### config.mk
export PLATFORM = sky130hd
export DESIGN_NAME = ping_pong_display
export DESIGN_NICKNAME = d
export VERILOG_FILES = /design/src/rtl/ping_pong_display_pkg.sv /design/src/rtl/ping_pong_display_seg7_decode.sv /design/src/rtl/ping_pong_display.sv
export SDC_FILE = /design/constraint.sdc
export NUM_CORES = 1
export LEC_CHECK = 0
export CORE_MARGIN = 2
export CORE_UTILIZATION = 55
export CTS_BUF_LIST = sky130_fd_sc_hd__clkbuf_16
export CTS_CLUSTER_DIAMETER = 100
export DETAILED_ROUTE_END_ITERATION = 16
export MAX_ROUTING_LAYER = met4
export PLACE_DENSITY_LB_ADDON = 0.3
export SLEW_MARGIN = 20
export SYNTH_ARGS = -nofsm -noshare
export SYNTH_HDL_FRONTEND = slang
export SYNTH_SLANG_ARGS = --single-unit
### constraint.sdc
create_clock -name clk -period 3.4 [get_ports clk]
set_input_delay 0.85 -clock clk [delete_from_list [all_inputs] [get_ports clk]]
set_output_delay 0.85 -clock clk [all_outputs]
set_load 0.1 [all_outputs]
### src/rtl/ping_pong_display_pkg.sv
// Shared seven-segment code constants and anode patterns for the display blocks.
// All codes are active-low, ordered {g,f,e,d,c,b,a}.
package ping_pong_display_pkg;

    localparam logic [6:0] Seg0     = 7'b1000000;
    localparam logic [6:0] Seg1     = 7'b1111001;
    localparam logic [6:0] Seg2     = 7'b0100100;
    localparam logic [6:0] Seg3     = 7'b0110000;
    localparam logic [6:0] Seg4     = 7'b0011001;
    localparam logic [6:0] Seg5     = 7'b0010010;
    localparam logic [6:0] Seg6     = 7'b0000010;
    localparam logic [6:0] Seg7     = 7'b1111000;
    localparam logic [6:0] Seg8     = 7'b0000000;
    localparam logic [6:0] Seg9     = 7'b0010000;
    localparam logic [6:0] SegBlank = 7'b1111111;
    localparam logic [6:0] SegUp    = 7'b0011100;
    localparam logic [6:0] SegDown  = 7'b0100011;

    localparam logic [3:0] AnDig0 = 4'b1110;
    localparam logic [3:0] AnDig1 = 4'b1101;
    localparam logic [3:0] AnDig2 = 4'b1011;
    localparam logic [3:0] AnDig3 = 4'b0111;

    function automatic logic [3:0] an_for_index(input logic [1:0] idx);
        logic [3:0] an;
        unique case (idx)
            2'd0:    an = AnDig0;
            2'd1:    an = AnDig1;
            2'd2:    an = AnDig2;
            default: an = AnDig3;
        endcase
        return an;
    endfunction

endpackage

### src/rtl/ping_pong_display_seg7_decode.sv
// Combinational BCD to active-low seven-segment decoder; codes above 9 render blank.
module seg7_decode
    import ping_pong_display_pkg::*;
(
    input  logic [3:0] digit,
    output logic [6:0] seg
);

    always_comb begin
        seg = SegBlank;
        case (digit)
            4'd0:    seg = Seg0;
            4'd1:    seg = Seg1;
            4'd2:    seg = Seg2;
            4'd3:    seg = Seg3;
            4'd4:    seg = Seg4;
            4'd5:    seg = Seg5;
            4'd6:    seg = Seg6;
            4'd7:    seg = Seg7;
            4'd8:    seg = Seg8;
            4'd9:    seg = Seg9;
            default: seg = SegBlank;
        endcase
    end

endmodule

### src/rtl/ping_pong_display.sv
// Four-digit multiplexed display of the ping-pong counter: ones, tens and a
// direction glyph on the two left digits, refreshed from a per-frame snapshot.
module ping_pong_display
    import ping_pong_display_pkg::*;
#(
    parameter int unsigned REFRESH_BITS = 17
) (
    input  logic       clk,
    input  logic       rst_n,
    input  logic [3:0] value,
    input  logic       direction,
    output logic [3:0] an,
    output logic [6:0] seg
);

    localparam logic [REFRESH_BITS-1:0] PrescaleOne = REFRESH_BITS'(1);

    logic [REFRESH_BITS-1:0] prescale_q;
    logic [1:0]              idx_q, idx_d;
    logic [3:0]              snap_val_q, snap_val_d;
    logic                    snap_dir_q, snap_dir_d;
    logic                    tick, wrap;
    logic                    has_tens;
    logic [3:0]              ones_digit, tens_digit;
    logic [6:0]              ones_seg, tens_seg;
    logic [3:0]              an_d;
    logic [6:0]              seg_d;

    assign tick = &prescale_q;
    assign wrap = tick && (idx_q == 2'd3);

    // Snapshot only at the frame boundary so a frame never mixes two samples.
    always_comb begin
        idx_d      = idx_q;
        snap_val_d = snap_val_q;
        snap_dir_d = snap_dir_q;
        if (tick) begin
            idx_d = idx_q + 2'd1;
        end
        if (wrap) begin
            snap_val_d = value;
            snap_dir_d = direction;
        end
    end

    assign has_tens   = (snap_val_d >= 4'd10);
    assign ones_digit = has_tens ? (snap_val_d - 4'd10) : snap_val_d;
    assign tens_digit = has_tens ? 4'd1 : 4'hF;

    seg7_decode u_ones (
        .digit (ones_digit),
        .seg   (ones_seg)
    );

    seg7_decode u_tens (
        .digit (tens_digit),
        .seg   (tens_seg)
    );

    always_comb begin
        an_d  = an_for_index(idx_d);
        seg_d = snap_dir_d ? SegDown : SegUp;
        unique case (idx_d)
            2'd0:    seg_d = ones_seg;
            2'd1:    seg_d = tens_seg;
            default: seg_d = snap_dir_d ? SegDown : SegUp;
        endcase
    end

    always_ff @(posedge clk or negedge rst_n) begin
        if (!rst_n) begin
            prescale_q <= '0;
            idx_q      <= 2'd0;
            snap_val_q <= 4'd0;
            snap_dir_q <= 1'b0;
            an         <= AnDig0;
            seg        <= Seg0;
        end else begin
            prescale_q <= prescale_q + PrescaleOne;
            idx_q      <= idx_d;
            snap_val_q <= snap_val_d;
            snap_dir_q <= snap_dir_d;
            if (tick) begin
                an  <= an_d;
                seg <= seg_d;
            end
        end
    end

endmodule

==> impl_metrics.env, run 1 <==
export IMPL_antenna_found_initial=0
export IMPL_final_cell_mix="dfrtp_1 (31), buf_4 (15), nor2_1 (14), nand2_1 (12), xnor2_1 (10)"
export IMPL_die_y_um=60.0
export IMPL_ys_ff_latch=35
export IMPL_nNetsFinal=192
export IMPL_r2r_start="prescale_q[0]"
export IMPL_n_antenna_cell=0
export IMPL_first_global_vias=1189
export IMPL_grt_pass1_wl_um=5590
export IMPL_crit_fanout=9
export IMPL_cp_end_kind="register"
export IMPL_syn_num_nets=170
export IMPL_fin_crit_ns=3.15
export IMPL_die_w_um=60.0
export IMPL_drive_above_1_share=0.189
export IMPL_area_delta_synth_final_pct=19.4
export IMPL_synthCells=157
export IMPL_fin_worst_skew_ns=0.00474
export IMPL_avgSynthCellArea_sq_um=11.0
export IMPL_synth_seq_area_share=0.511
export IMPL_final_hold_violation_count=0
export IMPL_cp_start_kind="register"
export IMPL_required_ns=3.60
export IMPL_async_flop_share=1.00
export IMPL_p_per_area_mw_per_mm2=430
export IMPL_numClockSinks=35
export IMPL_cts_buffers=5
export IMPL_track_usage=0.228
export IMPL_cp_cell_sequence="ha_1 > and3_1 > and4_1 > ha_2 > and2_4 > o31ai_4 > nand2_1 > nand2_1 > ha_1 > or4_1 > a41oi_2"
export IMPL_syn_area_sq_mm=0.00172
export IMPL_finalMaxSlewViolations=0
export IMPL_overflow=0
export IMPL_core_area_sq_mm=0.00303
export IMPL_r2r_cells=11
export IMPL_cts_max_level=2
export IMPL_viasPerCell=5.39
export IMPL_floorplan_initialDensity=0.569
export IMPL_drt_iter0_drc=60
export IMPL_critPathMaxStageDelay_ns=0.56
export IMPL_setup_violations=0
export IMPL_hp_class="register to register"
export IMPL_cts_buffer_depth=2
export IMPL_status="complete, no violations"
export IMPL_cp_slowest_cell="or4_1"
export IMPL_hold_end="prescale_q[7]"
export IMPL_relSlewSlack=0.711
export IMPL_pin_count=18
export IMPL_synth_cell_type_count=42
export IMPL_hold_buffers=0
export IMPL_worstHoldStart="prescale_q[7]"
export IMPL_place_hpwl_um=2320
export IMPL_tritoncts="yes"
export IMPL_cts_clk_slew_worst_paths_ns=0.05
export IMPL_finalCritPeriodShare=0.927
export IMPL_drv_cap=0
export IMPL_grt_max_degree=36
export IMPL_fin_hold_ws_ns=0.468
export IMPL_crit_arrival_ns=3.36
export IMPL_insertion_delay_ns=0.28
export IMPL_final_area_sq_mm=0.00206
export IMPL_cts_root_buf="clkbuf_16"
export IMPL_rows=20
export IMPL_die_area_sq_mm=0.00360
export IMPL_place_area_sq_mm=0.00192
export IMPL_gp_congestion=0.865
export IMPL_dr_pass1_iters=4
export IMPL_r2r_end="seg[1]"
export IMPL_drc=0
export IMPL_ys_flop_type="dfrtp_1"
export IMPL_vias=1208
export IMPL_final_common_cell="dfrtp_1"
export IMPL_worstSetupPathType="register to register"
export IMPL_synth_edf_count=0
export IMPL_p_leak_uw=0.000979
export IMPL_ir_worst_vdd_mv=0.334
export IMPL_tightest_slew_ns=0.434
export IMPL_totalNegativeSetupSlack_ns=0
export IMPL_yosys_warnings=0
export IMPL_max_freq_mhz=317
export IMPL_reg2reg_slack_ns=0.25
export IMPL_ant_nets=0
export IMPL_io_buffers=17
export IMPL_wl_um=3320
export IMPL_wl_per_cell_um=14.8
export IMPL_holdPathStages=1
export IMPL_rsz0062_at_grt="false"
==> metal layers <==
layer	track usage	routed length [um]	up-vias
met3	0.0563	141	10
li1	-	-	587
met1	0.314	1650	584
met2	0.293	1440	27
met5	-	0	-
met4	0.152	97	0
==> critical path: cells and delay by family (launching register included) <==
| kind | cells | cell delay (ns) |
|---|---|---|
| simple gates | 6 | 1.39 |
| fa+ha+maj | 3 | 0.73 |
| compound gates | 2 | 0.54 |
| flops | 1 | 0.41 |
==> worst max-delay path by stage <==
stage	from	to	cells after the start
2_1_floorplan	prescale_q[0]	seg[1]	14
3_3_place_gp	prescale_q[0]	seg[1]	11
3_5_place_dp	prescale_q[0]	seg[1]	11
4_1_cts	prescale_q[0]	seg[1]	11
5_1_grt	prescale_q[2]	seg[1]	13
6_report	prescale_q[0]	seg[1]	11
==> flip-flops by register name, summed over array words and instances (netlist names) <==
| signal | flops |
|---|---|
| seg | 7 |
| prescale_q | 17 |
| snap_dir_q | 1 |
| an | 4 |
| snap_val_q | 4 |
| idx_q | 2 |
==> stage by stage <==
stage,power [uW],instances,worst slack [ns],util
5_1_grt,910,224,0.00557,0.680
6_report,884,224,0.248,0.680
3_5_place_dp,460,216,0.217,0.633
2_1_floorplan,440,157,0.288,-
4_1_cts,891,224,0.201,0.678
3_3_place_gp,459,216,0.325,0.633
==> cell families (layout without fill, tap and decap cells) <==
| group | after synthesis | in the layout | share of synthesized area |
|---|---|---|---|
| xor+xnor | 17 | 17 | 0.0864 |
| fa+ha+maj | 6 | 6 | 0.0435 |
| flops | 35 | 35 | 0.511 |
| mux | 7 | 7 | 0.0486 |
| simple gates | 54 | 54 | 0.163 |
| buf+inv | 15 | 38 | 0.0399 |
| compound gates | 23 | 23 | 0.108 |
==> report_power, final <==
group	switching, uW	total [uW]	internal (uW)
sequential	0.992	420	419
clock	168	431	263
combinational	19.1	33.1	14.0
total	188	884	696
==> cell type report <==
class | instances | area, sq um
fill | 232 | 970
sequential | 35 | 881
multi-input combinational | 107 | 779
timing repair buffer | 21 | 173
clock buffer | 5 | 125
tap | 44 | 55.1
inverter | 9 | 33.8
clock inverter | 3 | 11.3
==> cell usage after synthesis, types with 2 or more instances <==
master	count	area, sq um
and4_1	2	17.5
o211ai_1	2	15.0
nor3_1	2	10.0
ha_1	6	75.1
a31oi_1	5	31.3
nand2_1	12	45.0
xor2_1	7	61.3
a21oi_1	3	15.0
nor2_1	15	56.3
inv_1	7	26.3
o21ai_0	2	10.0
xnor2_1	10	87.6
clkbuf_1	3	11.3
dfstp_2	4	105
dfrtp_1	31	776
o21a_1	2	15.0
o21ai_1	2	10.0
a41oi_2	2	32.5
and3_1	4	25.0
mux2i_1	5	50.1
nand3_1	9	45.0
nand3b_1	2	15.0
==> what timing repair did <==
action	4_1_cts	5_1_grt
hold endpoints to repair	0	0
setup buffers	0	0
setup endpoints to repair	0	1
gates resized for setup	0	2
Power figures use the tool's default switching activity.
==> run 2, diff against run 1 <==
--- a/config.mk
+++ b/config.mk
@@ -11,7 +11,7 @@
 export CTS_CLUSTER_DIAMETER = 100
 export DETAILED_ROUTE_END_ITERATION = 16
 export MAX_ROUTING_LAYER = met4
-export PLACE_DENSITY_LB_ADDON = 0.3
+export PLACE_DENSITY = 0.88
 export SLEW_MARGIN = 20
 export SYNTH_ARGS = -nofsm -noshare
 export SYNTH_HDL_FRONTEND = slang
==> run 2 against run 1 <==
  * Hold slack got worse by 0.0031 ns
  * Maximum frequency grew 2.6%
  * Non-clock buffer count up 1
  * Worst setup slack better by 0.081 ns
  * Clock-buffer cell count stayed put
  * Critical endpoint unchanged
  * Clock power is 33% higher
  * Global-route usage down 1.7 points
  * First-iteration DRC count is 45% higher
  * Sequential share of layout area decreased by 1.2 points
  * Critical path depth rose by 2
  * Combinational power down 4%
  * Power grew 16%
==> impl_metrics.env, run 2 (synthesized netlist as in run 1, its figures left out) <==
export IMPL_tightest_slew_ns=0.412
export IMPL_cp_cell_sequence="nand3_1 > nor2_1 > and3_1 > and4_1 > ha_2 > nand2_4 > mux2i_1 > inv_1 > nand2_1 > nand2_1 > ha_1 > or4_1 > a41oi_2"
export IMPL_place_hpwl_um=2280
export IMPL_io_buffers=17
export IMPL_grt_max_degree=36
export IMPL_fin_crit_ns=3.07
export IMPL_die_y_um=60.0
export IMPL_die_area_sq_mm=0.00360
export IMPL_cp_slowest_cell="or4_1"
export IMPL_crit_fanout=6
export IMPL_die_w_um=60.0
export IMPL_area_delta_synth_final_pct=22.7
export IMPL_final_util=0.699
export IMPL_nNetsFinal=193
export IMPL_gp_congestion=0.892
export IMPL_ir_worst_vdd_mv=0.410
export IMPL_grt_pass1_wl_um=5260
export IMPL_viasPerCell=5.36
export IMPL_drv_cap=0
export IMPL_cts_buffers=5
export IMPL_status="complete, no violations"
export IMPL_overflow=0
export IMPL_wl_per_cell_um=14.2
export IMPL_finalMaxSlewViolations=0
export IMPL_p_per_area_mw_per_mm2=485
export IMPL_largest_reg_flops=17
export IMPL_ant_nets=0
export IMPL_required_ns=3.60
export IMPL_drt_iter0_drc=87
export IMPL_critPathMaxStageDelay_ns=0.53
export IMPL_final_cell_mix="dfrtp_1 (31), buf_4 (16), nor2_1 (15), nand2_1 (12), xnor2_1 (10)"
export IMPL_worstSetupPathType="register to register"
export IMPL_core_area_sq_mm=0.00303
export IMPL_first_global_vias=1196
export IMPL_reg_top3="prescale_q (17), seg (7)"
export IMPL_regMostFlops="prescale_q"
export IMPL_tritoncts="yes"
export IMPL_relSlewSlack=0.723
export IMPL_fin_worst_skew_ns=0.00345
export IMPL_finalCritPeriodShare=0.903
export IMPL_wl_um=3190
export IMPL_final_common_cell="dfrtp_1"
export IMPL_drive_above_1_share=0.199
export IMPL_cp_end_kind="register"
export IMPL_cp_num_buf_inv=1
export IMPL_floorplan_initialDensity=0.569
export IMPL_track_usage=0.210
export IMPL_n_antenna_cell=0
export IMPL_setup_violations=0
export IMPL_hold_buffers=0
export IMPL_cts_root_buf="clkbuf_16"
export IMPL_pin_count=18
export IMPL_totalNegativeSetupSlack_ns=0
export IMPL_p_leak_uw=0.00101
export IMPL_antenna_found_initial=0
export IMPL_hp_class="register to register"
export IMPL_cts_resized=0
export IMPL_critPathMostFrequentCell="nand2_1"
export IMPL_final_hold_violation_count=0
export IMPL_crit_arrival_ns=3.27
export IMPL_insertion_delay_ns=0.28
export IMPL_crit_family="simple AND/OR/NAND/NOR gates"
export IMPL_vias=1206
export IMPL_max_freq_mhz=326
export IMPL_numClockSinks=35
export IMPL_rsz0062_at_grt="false"
export IMPL_cp_start_kind="register"
export IMPL_post_cts_buffers=0
export IMPL_cts_max_level=2
export IMPL_dr_pass1_iters=4
export IMPL_cts_clk_slew_worst_paths_ns=0.05
export IMPL_rows=20
export IMPL_cts_buffer_depth=2
export IMPL_drc=0
==> run 2: cell type report <==
cell class                 instances  area (sq um)
clock buffer                       5           125
clock inverter                     3          63.8
fill                             199           912
inverter                           9          33.8
multi-input combinational        107           777
sequential                        35           881
tap                               44          55.1
timing repair buffer              22           180
==> run 2: final timing paths <==
path,startpoint,to,slack [ns],cells past startpoint
max in group asynchronous,rst_n,an[1],2.09,2
hold / removal,prescale_q[11],prescale_q[11],0.47,1
setup / recovery,prescale_q[2],seg[1],0.33,13
hold reg to reg,prescale_q[11],prescale_q[11],0.47,1
setup reg to reg,prescale_q[2],seg[1],0.33,13
min in group asynchronous,rst_n,an[0],0.98,2
==> run 2: metrics by stage <==
step	hold WS, ns	setup slack [ns]	total power, uW	cell area, sq um	instances
2_1_floorplan	0.438	0.288	440	1720	157
4_1_cts	0.472	0.278	1040	2110	225
6_report	0.465	0.329	1030	2120	225
3_5_place_dp	0.462	0.300	459	1920	217
3_3_place_gp	0.454	0.412	459	1920	217
5_1_grt	0.496	0.0519	1070	2120	225
==> run 2: layer usage <==
metal  global-route usage  part of all wire  up-vias
li1                     -                 -      590
met1                0.255              0.45      584
met2                0.321              0.49       24
met3               0.0736             0.042        8
met4               0.0825             0.015        0
met5                    -                 0        -
==> run 2: worst reg2reg max path: stages, from the launching register on <==
cell	delay (ns)
dfrtp_1	0.39
nand3_1	0.16
nor2_1	0.19
and3_1	0.25
and4_1	0.21
ha_2	0.23
nand2_4	0.10
mux2i_1	0.20
inv_1	0.08
nand2_1	0.06
nand2_1	0.10
ha_1	0.28
or4_1	0.53
a41oi_2	0.20
==> run 2: power by group <==
group / leakage, uW / switching, uW / total (uW) / internal [uW]
registers: 0.000432 / 1.14 / 420 / 419
clock network: 0.0000952 / 158 / 574 / 417
logic: 0.000482 / 18.0 / 31.9 / 14.0
total: 0.00101 / 177 / 1030 / 850
==> run 3, diff against run 2 <==
--- a/config.mk
+++ b/config.mk
@@ -5,13 +5,14 @@
 export SDC_FILE = /design/constraint.sdc
 export NUM_CORES = 1
 export LEC_CHECK = 0
+export ABC_CLOCK_PERIOD_IN_PS = 3000
 export CORE_MARGIN = 2
 export CORE_UTILIZATION = 55
 export CTS_BUF_LIST = sky130_fd_sc_hd__clkbuf_16
 export CTS_CLUSTER_DIAMETER = 100
 export DETAILED_ROUTE_END_ITERATION = 16
 export MAX_ROUTING_LAYER = met4
-export PLACE_DENSITY = 0.88
+export PLACE_DENSITY = 0.78
 export SLEW_MARGIN = 20
 export SYNTH_ARGS = -nofsm -noshare
 export SYNTH_HDL_FRONTEND = slang
==> constraint.sdc (replaced) <==
create_clock -name clk -period 3 [get_ports clk]
set_input_delay 0.75 -clock clk [delete_from_list [all_inputs] [get_ports clk]]
set_output_delay 0.75 -clock clk [all_outputs]
set_load 0.1 [all_outputs]
==> run 3 against run 2 <==
  * Clock power fell by 16%
  * First-iteration DRC count shrank 48%
  * Final area is 1.4% higher
  * Global-route usage is 2.2 points higher
  * Sequential power up 13%
  * Cell count is 0.89% higher
  * Power shrank 2.7%
  * Combinational power increased by 20%
  * Critical endpoint unchanged
  * Utilization grew 0.99 points
  * Clock-buffer cell count stayed put
  * Non-clock buffer count rose by 2
  * Maximum frequency rose by 8.8%
==> impl_metrics.env, run 3 (synthesized netlist as in run 1, its figures left out) <==
export IMPL_gp_congestion=0.841
export IMPL_tightest_slew_ns=0.443
export IMPL_drive_above_1_share=0.246
export IMPL_r2r_cells=13
export IMPL_required_ns=3.20
export IMPL_wl_per_cell_um=14.9
export IMPL_hp_class="register to register"
export IMPL_ant_nets=0
export IMPL_nFillCells=218
export IMPL_die_w_um=60.0
export IMPL_grt_pass1_wl_um=5690
export IMPL_seqCellArea_sq_um=882
export IMPL_pwr_share_seq=0.477
export IMPL_final_hold_violation_count=0
export IMPL_multiInputGateArea_sq_um=838
export IMPL_max_freq_mhz=354
export IMPL_numClockSinks=35
export IMPL_pin_count=18
export IMPL_overflow=0
export IMPL_largest_reg_flops=17
export IMPL_r2r_start="prescale_q[5]"
export IMPL_nNetsFinal=195
export IMPL_p_per_area_mw_per_mm2=466
export IMPL_cts_root_buf="clkbuf_16"
export IMPL_finalCritPeriodShare=0.941
export IMPL_fin_crit_ns=2.82
export IMPL_drt_iter0_drc=45
export IMPL_r2r_end="seg[1]"
export IMPL_floorplan_initialDensity=0.569
export IMPL_drv_cap=0
export IMPL_antenna_found_initial=0
export IMPL_p_int_uw=791
export IMPL_p_leak_uw=0.000972
export IMPL_drc=0
export IMPL_viasPerCell=5.48
export IMPL_reg_top3="prescale_q (17), seg (7)"
export IMPL_fin_worst_skew_ns=0.00731
export IMPL_setup_violations=0
export IMPL_ir_worst_vdd_mv=0.421
export IMPL_cp_end_kind="register"
export IMPL_cp_start_kind="register"
export IMPL_die_area_sq_mm=0.00360
export IMPL_final_area_sq_mm=0.00215
export IMPL_first_global_vias=1231
export IMPL_die_y_um=60.0
export IMPL_cts_buffer_depth=2
export IMPL_final_cell_mix="dfrtp_1 (30), buf_4 (17), nor2_1 (14), nand2_1 (12), xnor2_1 (10)"
export IMPL_cts_max_level=2
export IMPL_holdPathStages=1
export IMPL_place_area_sq_mm=0.00196
export IMPL_track_usage=0.232
export IMPL_insertion_delay_ns=0.28
export IMPL_relSlewSlack=0.704
export IMPL_worstSetupPathType="register to register"
export IMPL_tritoncts="yes"
export IMPL_dr_pass1_iters=4
export IMPL_crit_arrival_ns=3.02
export IMPL_regMostFlops="prescale_q"
export IMPL_area_delta_synth_final_pct=24.5
export IMPL_worstHoldStart="prescale_q[13]"
export IMPL_reg2reg_slack_ns=0.18
export IMPL_cts_buffers=5
export IMPL_power_switching_uw=209
export IMPL_clkPwrFrac=0.485
export IMPL_core_area_sq_mm=0.00303
export IMPL_final_common_cell="dfrtp_1"
export IMPL_hold_buffers=0
export IMPL_place_hpwl_um=2290
export IMPL_hold_end="prescale_q[13]"
export IMPL_power_frac_comb=0.038
export IMPL_rows=20
export IMPL_vias=1244
export IMPL_grt_max_degree=36
export IMPL_io_buffers=17
export IMPL_wl_um=3390
export IMPL_crit_fanout=6
export IMPL_cts_clk_slew_worst_paths_ns=0.06
export IMPL_finalMaxSlewViolations=0
export IMPL_sw_frac_of_total=0.209
export IMPL_n_antenna_cell=0
export IMPL_status="complete, no violations"
export IMPL_totalNegativeSetupSlack_ns=0
run 3: cell count changes in the layout (fill, tap and decap cells not counted), sizes merged:
cell | before | now
clkinv | 1 | 3
buf | 16 | 18
bufinv | 2 | 0
run 3: cell type report:
cell class	instances	area share
Clock buffer	5	0.0583
Clock inverter	3	0.00583
Inverter	9	0.0157
Multi-Input combinational cell	107	0.391
Sequential cell	35	0.411
Tap cell	44	0.0257
Timing Repair Buffer	24	0.0927
run 3: timing repair:
action | CTS | global route
resized for setup | 0 | 7
setup endpoints to repair | 1 | 4
buffers inserted | 1 | 1
pin swaps | 1 | 0
run 3: power groups by stage:
stage          Combinational (uW)  Clock (uW)  Sequential [uW]
6_report                     38.2         485              476
5_1_grt                      43.1         517              476
4_1_cts                      37.7         500              476
3_5_place_dp                 37.4           0              484
2_1_floorplan                14.6           0              484
3_3_place_gp                 36.2           0              484
run 3: through the flow:
stage / std cells / hold slack [ns] / utilization / power, uW / worst slack (ns)
after global placement: 217 / 0.454 / 0.648 / 520 / 0.0989
final: 227 / 0.462 / 0.709 / 999 / 0.177
after detailed placement: 217 / 0.459 / 0.648 / 521 / 0.000157
after floorplan: 157 / 0.438 / - / 498 / 0.118
after global routing: 227 / 0.487 / 0.709 / 1040 / -0.000497
after CTS: 226 / 0.471 / 0.696 / 1010 / 0.0525
run 3: layer usage:
layer,vias to the layer above,track usage,part of all wire
li1,594,-,-
met1,616,0.306,0.46
met2,26,0.337,0.48
met3,8,0.0541,0.044
met4,0,0.114,0.021
met5,-,-,0
run 3: worst max-delay path by stage:
stage	startpoint	to	slack (ns)	cells past startpoint
CTS	prescale_q[2]	seg[1]	0.05	10
global route	prescale_q[6]	seg[1]	-0.0005	13
global placement	prescale_q[2]	seg[1]	0.1	10
detailed placement	prescale_q[1]	seg[1]	0.0002	11
floorplan	prescale_q[0]	seg[1]	0.12	14
finish	prescale_q[5]	seg[1]	0.18	13
run 3: worst max-delay path, cell delays in order (launching register included):
cell and delay [ns]:
dfrtp_1 0.40, nand3_1 0.14, nor2_4 0.14, and3_4 0.21
and4_1 0.24, ha_4 0.20, nand2_8 0.09, mux2i_2 0.20
inv_1 0.08, nand2_1 0.06, nand2_1 0.09, ha_1 0.29
or4_1 0.42, a41oi_2 0.20
